## src/rtl/spi_master_ng.sv

```systemverilog
// spi_master_ng: SPI master with an Avalon-MM slave register interface.
// Words written to DATA are queued in a TX FIFO and shifted out on mosi. Received words are
// queued in an RX FIFO and read back through DATA. Frame length, bit order, CPOL/CPHA,
// chip-select control and loopback are set in CONTROL. The SCLK half-period is set in DIV.
//
// Ports:
//   clk, reset            - clock and asynchronous active-low reset
//   chipselect/read/write - Avalon-MM strobes (zero-wait-state reads)
//   address[1:0]          - 0 DATA, 1 STATUS, 2 CONTROL, 3 DIV
//   byteenable[3:0]       - ignored, all writes are full-word
//   writedata/readdata    - Avalon data (readdata is combinational)
//   sclk, mosi, miso      - SPI bus
//   cs_n[NUM_CS-1:0]      - active-low chip selects
module spi_master_ng #(
    parameter int DATA_W     = 32,
    parameter int FIFO_DEPTH = 16,
    parameter int NUM_CS     = 4
) (
    input  logic              clk,
    input  logic              reset,
    input  logic              chipselect,
    input  logic              read,
    input  logic              write,
    input  logic [1:0]        address,
    input  logic [3:0]        byteenable,
    input  logic [31:0]       writedata,
    output logic [31:0]       readdata,
    output logic              sclk,
    output logic              mosi,
    input  logic              miso,
    output logic [NUM_CS-1:0] cs_n
);

    localparam int AW    = $clog2(FIFO_DEPTH);
    localparam int PTR_W = AW + 1;
    localparam int BW    = $clog2(DATA_W);

    typedef enum logic [2:0] {StIdle, StSetup, StXfer, StHold, StGap} state_e;

    state_e state_q, state_d;

    // Software-visible registers
    logic [15:0] ctrl_q, div_q;
    logic        txo_q, txo_d, rxo_q, rxo_d;

    // FIFOs
    logic [DATA_W-1:0] tx_mem [FIFO_DEPTH];
    logic [DATA_W-1:0] rx_mem [FIFO_DEPTH];
    logic [PTR_W-1:0]  tx_wp_q, tx_rp_q, rx_wp_q, rx_rp_q;
    logic              tx_empty, tx_full, rx_empty, rx_full;

    // Frame configuration captured at frame start
    logic [15:0] div_l_q;
    logic [5:0]  flen_q;
    logic        lsb_q, cpol_q, cpha_q, cs_auto_q, cs_force_q, loop_q;
    logic [2:0]  cs_sel_q;

    // Shift engine
    logic [15:0]       cnt_q, cnt_d;
    logic [6:0]        edge_q;
    logic              sclk_q;
    logic [DATA_W-1:0] sh_tx_q, sh_rx_q;

    // Decoded strobes and helpers
    logic        reg_wr, reg_rd;
    logic        tx_push_req, tx_push, tx_pop;
    logic        rx_push, rx_do_push, rx_pop;
    logic        half_end, frame_start, burst, edge_now, sample_now;
    logic [5:0]  flen_live;
    logic [6:0]  last_edge;
    logic [6:0]  bidx;
    logic [5:0]  pos;
    logic [BW-1:0] pos_b;
    logic        mosi_bit, miso_int;
    logic        cs_on;
    logic [2:0]  cs_sel_w;
    logic        unused_bits;

    assign unused_bits = ^{byteenable, writedata, pos};

    // ------------------------------------------------------------------
    // Bus decode and FIFO status
    // ------------------------------------------------------------------
    assign reg_wr = chipselect && write;
    assign reg_rd = chipselect && read;

    assign tx_empty = (tx_wp_q == tx_rp_q);
    assign rx_empty = (rx_wp_q == rx_rp_q);
    assign tx_full  = (tx_wp_q[AW-1:0] == tx_rp_q[AW-1:0]) && (tx_wp_q[AW] != tx_rp_q[AW]);
    assign rx_full  = (rx_wp_q[AW-1:0] == rx_rp_q[AW-1:0]) && (rx_wp_q[AW] != rx_rp_q[AW]);

    assign flen_live = (ctrl_q[5:0] >= 6'(DATA_W)) ? 6'(DATA_W - 1) : ctrl_q[5:0];

    assign half_end    = (cnt_q == div_l_q);
    assign frame_start = (state_q == StIdle) && ctrl_q[7] && !tx_empty;
    assign burst       = (state_q == StHold) && half_end && ctrl_q[7] && !tx_empty;
    // 2*(flen+1) edges; the last one coincides with the XFER -> HOLD transition
    assign last_edge   = {flen_q, 1'b0} + 7'd1;
    assign edge_now    = (state_q == StXfer) && half_end;
    // CPHA=0 samples on even (leading) edges, CPHA=1 on odd (trailing) edges
    assign sample_now  = edge_now && (edge_q[0] == cpha_q);

    assign tx_push_req = reg_wr && (address == 2'd0);
    assign tx_pop      = frame_start || burst;
    // A pop in the same cycle frees a slot, so a push into a full FIFO still lands
    assign tx_push     = tx_push_req && (!tx_full || tx_pop);

    assign rx_push     = (state_q == StHold) && half_end;
    assign rx_pop      = reg_rd && (address == 2'd0) && !rx_empty;
    assign rx_do_push  = rx_push && (!rx_full || rx_pop);

    assign cnt_d = ((state_q == StIdle) || half_end) ? 16'd0 : cnt_q + 16'd1;

    // Bit index on the wire: CPHA=0 advances after each trailing edge, CPHA=1 after each
    // leading edge except the first, which only launches bit 0 already on mosi.
    always_comb begin
        if (!cpha_q) begin
            bidx = edge_q >> 1;
        end else if (edge_q == 7'd0) begin
            bidx = 7'd0;
        end else begin
            bidx = (edge_q - 7'd1) >> 1;
        end
        if (bidx > {1'b0, flen_q}) begin
            bidx = {1'b0, flen_q};
        end
        pos = lsb_q ? bidx[5:0] : (flen_q - bidx[5:0]);
    end

    assign pos_b    = pos[BW-1:0];
    assign mosi_bit = sh_tx_q[pos_b];
    assign miso_int = loop_q ? mosi_bit : miso;

    always_comb begin
        txo_d = txo_q;
        if (reg_wr && (address == 2'd1) && writedata[5]) begin
            txo_d = 1'b0;
        end
        if (tx_push_req && tx_full && !tx_pop) begin
            txo_d = 1'b1;
        end
    end

    always_comb begin
        rxo_d = rxo_q;
        if (reg_wr && (address == 2'd1) && writedata[2]) begin
            rxo_d = 1'b0;
        end
        if (rx_push && rx_full && !rx_pop) begin
            rxo_d = 1'b1;
        end
    end

    // ------------------------------------------------------------------
    // Read mux
    // ------------------------------------------------------------------
    always_comb begin
        readdata = 32'd0;
        if (reg_rd) begin
            unique case (address)
                2'd0: begin
                    if (!rx_empty) begin
                        readdata = 32'(rx_mem[rx_rp_q[AW-1:0]]);
                    end
                end
                2'd1: readdata = {25'd0, (state_q != StIdle), txo_q, tx_full, tx_empty,
                                  rxo_q, rx_full, rx_empty};
                2'd2: readdata = {16'd0, ctrl_q};
                default: readdata = {16'd0, div_q};
            endcase
        end
    end

    // ------------------------------------------------------------------
    // FSM: state register
    // ------------------------------------------------------------------
    always_ff @(posedge clk or negedge reset) begin
        if (!reset) begin
            state_q <= StIdle;
        end else begin
            state_q <= state_d;
        end
    end

    // FSM: next state
    always_comb begin
        state_d = state_q;
        unique case (state_q)
            StIdle:  if (frame_start) state_d = StSetup;
            StSetup: if (half_end) state_d = StXfer;
            StXfer:  if (half_end && (edge_q == last_edge)) state_d = StHold;
            StHold: begin
                if (half_end) begin
                    state_d = burst ? StXfer : StGap;
                end
            end
            StGap:   if (half_end) state_d = StIdle;
            default: state_d = StIdle;
        endcase
    end

    // FSM: outputs
    always_comb begin
        sclk = (state_q == StIdle) ? ctrl_q[8] : sclk_q;
        mosi = 1'b0;
        if ((state_q == StSetup) || (state_q == StXfer) || (state_q == StHold)) begin
            mosi = mosi_bit;
        end
        // In IDLE the live CONTROL drives cs_force; during a frame the captured copy does
        if (state_q == StIdle) begin
            cs_on    = !ctrl_q[10] && ctrl_q[14];
            cs_sel_w = ctrl_q[13:11];
        end else begin
            cs_on    = cs_auto_q ? (state_q != StGap) : cs_force_q;
            cs_sel_w = cs_sel_q;
        end
        cs_n = '1;
        for (int i = 0; i < NUM_CS; i++) begin
            if (cs_on && (cs_sel_w == 3'(i))) begin
                cs_n[i] = 1'b0;
            end
        end
    end

    // ------------------------------------------------------------------
    // Registers, FIFO pointers and shift engine
    // ------------------------------------------------------------------
    always_ff @(posedge clk or negedge reset) begin
        if (!reset) begin
            ctrl_q     <= '0;
            div_q      <= '0;
            txo_q      <= 1'b0;
            rxo_q      <= 1'b0;
            tx_wp_q    <= '0;
            tx_rp_q    <= '0;
            rx_wp_q    <= '0;
            rx_rp_q    <= '0;
            div_l_q    <= '0;
            flen_q     <= '0;
            lsb_q      <= 1'b0;
            cpol_q     <= 1'b0;
            cpha_q     <= 1'b0;
            cs_auto_q  <= 1'b0;
            cs_force_q <= 1'b0;
            loop_q     <= 1'b0;
            cs_sel_q   <= '0;
            cnt_q      <= '0;
            edge_q     <= '0;
            sclk_q     <= 1'b0;
            sh_tx_q    <= '0;
            sh_rx_q    <= '0;
        end else begin
            if (reg_wr && (address == 2'd2)) ctrl_q <= writedata[15:0];
            if (reg_wr && (address == 2'd3)) div_q <= writedata[15:0];
            txo_q <= txo_d;
            rxo_q <= rxo_d;

            if (tx_push)    tx_wp_q <= tx_wp_q + PTR_W'(1);
            if (tx_pop)     tx_rp_q <= tx_rp_q + PTR_W'(1);
            if (rx_do_push) rx_wp_q <= rx_wp_q + PTR_W'(1);
            if (rx_pop)     rx_rp_q <= rx_rp_q + PTR_W'(1);

            cnt_q <= cnt_d;

            if (frame_start) begin
                div_l_q    <= div_q;
                cpol_q     <= ctrl_q[8];
                cpha_q     <= ctrl_q[9];
                cs_auto_q  <= ctrl_q[10];
                cs_sel_q   <= ctrl_q[13:11];
                cs_force_q <= ctrl_q[14];
                loop_q     <= ctrl_q[15];
                sclk_q     <= ctrl_q[8];
            end

            // Burst continuation re-captures only the word format; bus timing and chip
            // select stay as they were for the whole burst.
            if (frame_start || burst) begin
                sh_tx_q <= tx_mem[tx_rp_q[AW-1:0]];
                sh_rx_q <= '0;
                edge_q  <= '0;
                flen_q  <= flen_live;
                lsb_q   <= ctrl_q[6];
            end else if (edge_now) begin
                edge_q <= edge_q + 7'd1;
                sclk_q <= ~sclk_q;
                if (sample_now) begin
                    sh_rx_q[pos_b] <= miso_int;
                end
            end
        end
    end

    // FIFO storage needs no reset: occupancy is defined by the pointers alone
    always_ff @(posedge clk) begin
        if (tx_push) begin
            tx_mem[tx_wp_q[AW-1:0]] <= writedata[DATA_W-1:0];
        end
        if (rx_do_push) begin
            rx_mem[rx_wp_q[AW-1:0]] <= sh_rx_q;
        end
    end

endmodule
```

## config.mk

```make
export PLATFORM = sky130hd
export DESIGN_NAME = spi_master_ng
export DESIGN_NICKNAME = d
export VERILOG_FILES = /design/src/rtl/spi_master_ng.sv
export SDC_FILE = /design/constraint.sdc
export NUM_CORES = 1
export LEC_CHECK = 0
export ABC_AREA = 1
export BUFFER_PORTS_ARGS = -buffer_cell sky130_fd_sc_hd__buf_4
export CAP_MARGIN = 20
export CORE_UTILIZATION = 48
export CTS_BUF_LIST = sky130_fd_sc_hd__clkbuf_4 sky130_fd_sc_hd__clkbuf_8 sky130_fd_sc_hd__clkbuf_16
export CTS_CLUSTER_SIZE = 14
export DETAILED_ROUTE_END_ITERATION = 8
export PLACE_DENSITY = 0.65
export SYNTH_ARGS = -nofsm -noshare
export SYNTH_HDL_FRONTEND = slang
export SYNTH_SLANG_ARGS = --single-unit
```

## constraint.sdc

```tcl
create_clock -name clk -period 7.9 [get_ports clk]
set_input_delay 1.58 -clock clk [delete_from_list [all_inputs] [get_ports clk]]
set_output_delay 1.58 -clock clk [all_outputs]
set_load 0.03 [all_outputs]
```

==> summary.md, run 1 <==
| Metric | Value |
|---|---|
| Die Width | `321 microns` |
| Worst reg-to-reg path cell count | `14` |
| Num CTS Buffers | `120` |
| Fin crit share | `0.914` |
| Crit-path slowest cell | `a211oi_1` |
| CP Class | `reg2out` |
| Maximum fanout along the worst path | `10` |
| Yosys reg bits | `1199` |
| Critical Path RT | `6.32 ns` |
| Worst slew pin tran | `1.18 ns` |
| Hold Vio Cnt, Final | `0` |
| Synth cell types | `53` |
| Arrival time worst endpoint | `5.64 ns` |
| Area of the die | `103000 sq um` |
| Pint | `12.6 mW` |
| Total Negative Setup Slacks | `0 ns` |
| Via density | `5.76` |
| Clock power share | `0.298` |
| Clock-pin slew on the worst setup and hold paths | `0.06 ns` |
| Max incr delay on CP | `0.61 ns` |
| Core Footprint | `100000 sq um` |
| Yosys top cell by area | `edfxtp_1` |
| Main synth FF type | `edfxtp_1` |
| Hold WC Path Type | `reg2reg` |
| Vias post-DR | `30900` |
| Minimum clock period | `7.22 ns` |
| Final HPWL DP | `66.5 mm` |
| Share of cells above drive strength 1 | `0.116` |
| Sw Ratio | `0.370` |
| Routed Antenna Nets | `0` |
| GRT Util Overall | `0.230` |
| DP Cell Count | `5136` |
| Slew margin rel. | `0.214` |
| Post-Syn Nets | `3952` |
| R2R Path Start | `rx_rp_q[1]$_DFFE_PN0P_` |
| Post-CTS Setup Bufs | `0` |
| Combinational group share of total power | `0.318` |
| RSZ-0062 raised after global routing | `false` |
| Crit path capture type | `output pin` |
| Worst path most repeated cell | `nand2_1` |
| H-tree Lvls | `3` |
| Hold Path Origin | `cs_sel_q[0]$_DFFE_PN0P_` |
| Finished Layout Cells | `5367` |
| Row count | `116` |
| Initial Util | `0.485` |
| Asr flop ratio synth | `0.146` |
| Nets | `3971` |
| Starting DRT DRC Count | `2786` |
| TritonCTS clock tree | `built` |
| Synth cell count leaders | `1024 x edfxtp_1, 722 x nor2_1, 501 x o21ai_0, 410 x nand2_1, 196 x clkbuf_1` |
| Final wirelength | `119 mm` |
| Run status | `completed` |
| DRC | `0` |
| Endpoints failing setup | `0` |
| Clock Sinks | `1199` |
| Leakage | `18.9 nW` |
| Post-Syn Area | `48800 sq um` |
| Synth-to-Final Area Change | `13.0%` |
| GPL Wtd Cong | `0.880` |
| Initial antenna violation count | `4` |
| Port bufs | `77` |
| VDD IR-drop max | `486 uV` |
| CTS Root Cell | `clkbuf_16` |
| Avg WL per Cell | `22.2 microns` |
| Post-CTS resize count | `0` |
| Io pins | `82` |
| Clk_skew | `0.0253 ns` |
| Yosys top cell area share | `0.631` |
| Clock insertion delay at the later pin of the skew report | `0.71 ns` |
| Fin. max-slew vios | `0` |
| Sequential fraction of the synthesis area | `0.720` |
| Mean Syn Cell Area | `12.6 sq um` |
| Hold_buf cts | `0` |
| Vias in the first global route | `29500` |
| R2R setup slack | `2.55 ns` |
| R2R Path End | `rx_mem[2][20]$_DFFE_PP_` |
| EDFF count, synth | `1024` |
| Hold path endpoint | `cs_sel_q[0]$_DFFE_PN0P_` |
| Pre-antenna DRT Iters | `5` |
| Max Cap Viol | `0` |
| Count of warnings emitted by yosys | `0` |
| First-pass GRT wire length | `180 mm` |
| CP startpoint kind | `register` |
| Largest net degree at the start of global routing | `199` |
| Top cells by area, synth | `edfxtp_1 63%, dfrtp_1 9.0%, nor2_1 5.6%, o21ai_0 5.1%, nand2_1 3.2%` |
| Net Sw Power | `7.41 mW` |
| Sequential fraction of design power | `0.383` |
| Die height | `321 microns` |
| Hold depth | `2` |
| Fmax | `139 MHz` |
| Clock Tree Buf Depth | `3` |
| PD cells | `364 nW/um^2` |
| Top-count cell post-synth | `edfxtp_1` |
| GRT overflow | `0` |
| Mapped Cells | `3883` |
## routing by layer
metal | vias to the layer above | routed length (microns) | global-route usage
met3 | 217 | 6840 | 0.0296
met4 | 0 | 3700 | 0.0780
met5 | - | 0 | 0
met1 | 15400 | 50400 | 0.313
li1 | 14300 | - | -
met2 | 983 | 58200 | 0.384
## cell type report
type / instances / area, sq um
flip-flops and latches: 1199 / 35100
diodes: 3 / 7.51
well taps: 1357 / 1700
clock buffers: 152 / 3330
clock inverters: 75 / 911
fillers: 8237 / 45300
inverters: 119 / 458
repair buffers: 133 / 1110
multi-input cells: 2329 / 12400
## critical path, delay by kind of cell, from the launching register on
kind | cells | cell delay [ns]
AND/OR/NAND/NOR | 18 | 1.77
AO/OA/AOI/OAI | 4 | 1.09
adder cells (fa/ha/maj) | 4 | 1.08
buffers and inverters | 3 | 0.54
flip-flops | 1 | 0.43
## placed cells by master (no fill, tap or decap), types with 31 or more instances in the layout
cell,count
clkbuf_16,122
o32ai_1,86
o221ai_1,98
a41oi_1,32
nand3_1,92
o21ai_0,501
buf_4,125
mux2i_1,42
o22ai_1,76
nor2_1,687
nand2_1,410
a21oi_1,31
edfxtp_1,1024
inv_1,106
dfrtp_1,169
o211ai_1,32
nor2_4,36
## cell families (layout without fill, tap and decap cells)
family,count (synthesis),count (layout),share of synthesized area
compound gates,929,929,0.120
buf+inv,355,479,0.0296
fa+ha+maj,25,25,0.00657
other cells,0,3,0
flops,1199,1199,0.720
mux,50,50,0.0105
simple gates,1284,1284,0.106
xor+xnor,41,41,0.00736
## per-stage QoR
stage                     hold slack (ns)  power (mW)  area [sq um]  utilization  setup WS (ns)
after detailed placement            0.464        14.2         50800        0.506           1.50
final                               0.477        20.1         55100        0.549          0.681
after floorplan                     0.441        12.4         48800            -           2.04
after global placement              0.455        14.1         50800        0.505           1.46
after global routing                0.501        21.1         55100        0.549          0.278
after CTS                           0.479        20.1         55100        0.548          0.698
## state kept, by name, summed over array words and instances (netlist names), 5 cells and up
register	flops
tx_mem	512
div_q	16
tx_wp_q	5
sh_rx_q	32
rx_wp_q	5
flen_q	6
edge_q	7
cnt_q	16
sh_tx_q	32
tx_rp_q	5
rx_mem	512
ctrl_q	16
rx_rp_q	5
div_l_q	16
## worst max path at each step
stage / from / endpoint / cells past startpoint / slack (ns)
4_1_cts: edge_q[1]$_DFFE_PN0N_ / mosi / 29 / 0.70
3_5_place_dp: edge_q[1]$_DFFE_PN0N_ / mosi / 29 / 1.50
5_1_grt: edge_q[0]$_DFFE_PN0N_ / mosi / 29 / 0.28
6_report: edge_q[1]$_DFFE_PN0N_ / mosi / 29 / 0.68
3_3_place_gp: edge_q[0]$_DFFE_PN0N_ / mosi / 29 / 1.46
2_1_floorplan: edge_q[0]$_DFFE_PN0N_ / mosi / 28 / 2.04
## power by group through the flow
stage / Sequential, mW / Combinational, mW / Clock (mW)
floorplan: 7.40 / 4.97 / 0
global placement: 7.81 / 6.28 / 0
detailed placement: 7.82 / 6.35 / 0
CTS: 7.69 / 6.38 / 6.06
global route: 7.73 / 7.07 / 6.30
finish: 7.69 / 6.38 / 5.99
(Power assumes the default switching activity.)
==> run 2: changes to the inputs <==
==> constraint.sdc (replaced) <==
create_clock -name clk -period 7.9 [get_ports clk]
set_input_delay 1.58 -clock clk [delete_from_list [all_inputs] [get_ports clk]]
set_output_delay 1.58 -clock clk [all_outputs]
set_load 0.05 [all_outputs]
==> summary.md, run 2 (synthesis results as in run 1) <==
| Metric | Value |
|---|---|
| Run status | `completed` |
| RSZ-0062 raised after global routing | `false` |
| Total Negative Setup Slacks | `0 ns` |
| Critical Path RT | `6.32 ns` |
| Die Width | `321 microns` |
| R2R Path Start | `edge_q[0]$_DFFE_PN0N_` |
| Sequential fraction of design power | `0.384` |
| Clock Sinks | `1199` |
| Endpoints failing setup | `0` |
| PD cells | `363 nW/um^2` |
| Worst slew pin tran | `1.13 ns` |
| Vias in the first global route | `29300` |
| Net Sw Power | `7.60 mW` |
| Finished Layout Cells | `5368` |
| GPL Wtd Cong | `0.859` |
| Hold WC Path Type | `reg2reg` |
| Minimum clock period | `7.09 ns` |
| CTS Root Cell | `clkbuf_16` |
| Most common cell after layout, fill and taps aside | `edfxtp_1` |
| TritonCTS clock tree | `built` |
| Share of cells above drive strength 1 | `0.115` |
| Worst reg-to-reg path cell count | `31` |
| Port bufs | `77` |
| Final Util | `0.546` |
| Synth-to-Final Area Change | `12.4%` |
| R2R Path End | `sh_rx_q[31]$_DFFE_PN0P_` |
| Initial antenna violation count | `4` |
| Arrival time worst endpoint | `5.51 ns` |
| Clock Tree Buf Depth | `3` |
| Clock-pin slew on the worst setup and hold paths | `0.06 ns` |
| Vias post-DR | `30800` |
| Fmax | `141 MHz` |
| CP Class | `reg2out` |
| Slew margin rel. | `0.243` |
| GRT overflow | `0` |
| Die height | `321 microns` |
| Nets | `3974` |
| Sw Ratio | `0.382` |
| Core Footprint | `100000 sq um` |
| First-pass GRT wire length | `181 mm` |
| DRC | `0` |
| Hold Path Origin | `cs_sel_q[0]$_DFFE_PN0P_` |
| Worst Setup SP | `edge_q[0]$_DFFE_PN0N_` |
| Crit-path slowest cell | `a211oi_2` |
| Clock insertion delay at the later pin of the skew report | `0.72 ns` |
| Pint | `12.3 mW` |
| Max Cap Viol | `0` |
| Maximum fanout along the worst path | `10` |
| Row count | `116` |
| Post-CTS Setup Bufs | `0` |
| CP startpoint kind | `register` |
| Io pins | `82` |
| Pre-antenna DRT Iters | `5` |
| DP Cell Count | `5140` |
| Fin. max-slew vios | `0` |
| Clock power share | `0.282` |
| Most frequent cells in the layout | `1024 x edfxtp_1, 687 x nor2_1, 501 x o21ai_0, 410 x nand2_1, 169 x dfrtp_1` |
| Final HPWL DP | `67.8 mm` |
| Combinational group share of total power | `0.334` |
| Starting DRT DRC Count | `2946` |
| R2R setup slack | `2.97 ns` |
| GRT Util Overall | `0.232` |
| Initial Util | `0.485` |
| Routed Antenna Nets | `0` |
| Fin crit share | `0.898` |
| Hold depth | `2` |
| Avg WL per Cell | `22.4 microns` |
| Max incr delay on CP | `0.48 ns` |
| Hold path endpoint | `cs_sel_q[0]$_DFFE_PN0P_` |
| Clk_skew | `0.0224 ns` |
| Largest net degree at the start of global routing | `150` |
| Num CTS Buffers | `119` |
| Hold Vio Cnt, Final | `0` |
| Worst path most repeated cell | `nand2_1` |
| Final wirelength | `120 mm` |
| Via density | `5.74` |
| Area of the die | `103000 sq um` |
| Leakage | `18.8 nW` |
| VDD IR-drop max | `618 uV` |
| H-tree Lvls | `3` |
| Hold_buf cts | `0` |
| Crit path capture type | `output pin` |
[run 2: worst max path at each step]
stage / end / slack (ns) / cells past startpoint
6_report: mosi / 0.81 / 29
2_1_floorplan: mosi / 1.62 / 28
3_3_place_gp: mosi / 1.37 / 29
5_1_grt: mosi / 0.32 / 29
3_5_place_dp: mosi / 1.33 / 29
4_1_cts: mosi / 0.54 / 29
[run 2: what timing repair did]
action / in CTS / in global routing
endpoints found under the setup margin: 0 / 1
endpoints found under the hold margin: 0 / 0
gates resized for setup: 0 / 1
[run 2: power by group through the flow]
stage	Clock, mW	Combinational (mW)	Sequential [mW]
floorplan	0	5.05	7.40
global route	5.95	7.32	7.69
CTS	5.70	6.60	7.64
detailed placement	0	6.56	7.77
global placement	0	6.50	7.77
finish	5.62	6.66	7.65
[run 2: area by class of cell]
type	instances	area [sq um]
clock inverter	62	541
antenna	1	2.50
sequential	1199	35100
tap	1357	1700
fill	8299	45600
timing repair buffer	137	1130
clock buffer	164	3390
multi-input combinational	2329	12400
inverter	119	458
[run 2: routing by layer]
metal / vias to the layer above / share of wire / global-route usage / routed length (microns)
met1: 15300 / 0.42 / 0.308 / 49900
met4: 4 / 0.034 / 0.0858 / 4110
met5: - / 0.00021 / 0 / 25
li1: 14300 / - / - / -
met3: 235 / 0.065 / 0.0412 / 7800
met2: 997 / 0.49 / 0.384 / 58300
[run 2: worst max-delay path: cells and delay by family (launching register included)]
family | cells | cell delay, ns
AOI/OAI and AO/OA | 2 | 0.73
adders and majority gates | 4 | 1.11
buffers and inverters | 3 | 0.49
DFF | 1 | 0.46
and+or+nand+nor | 20 | 2.01
[run 2: stage by stage]
stage	hold WS [ns]	power (mW)	instance area [sq um]	setup WS [ns]
2_1_floorplan	0.441	12.4	48800	1.62
3_3_place_gp	0.454	14.3	50700	1.37
4_1_cts	0.475	19.9	54800	0.537
3_5_place_dp	0.460	14.3	50900	1.33
5_1_grt	0.485	21.0	54800	0.323
6_report	0.475	19.9	54800	0.806
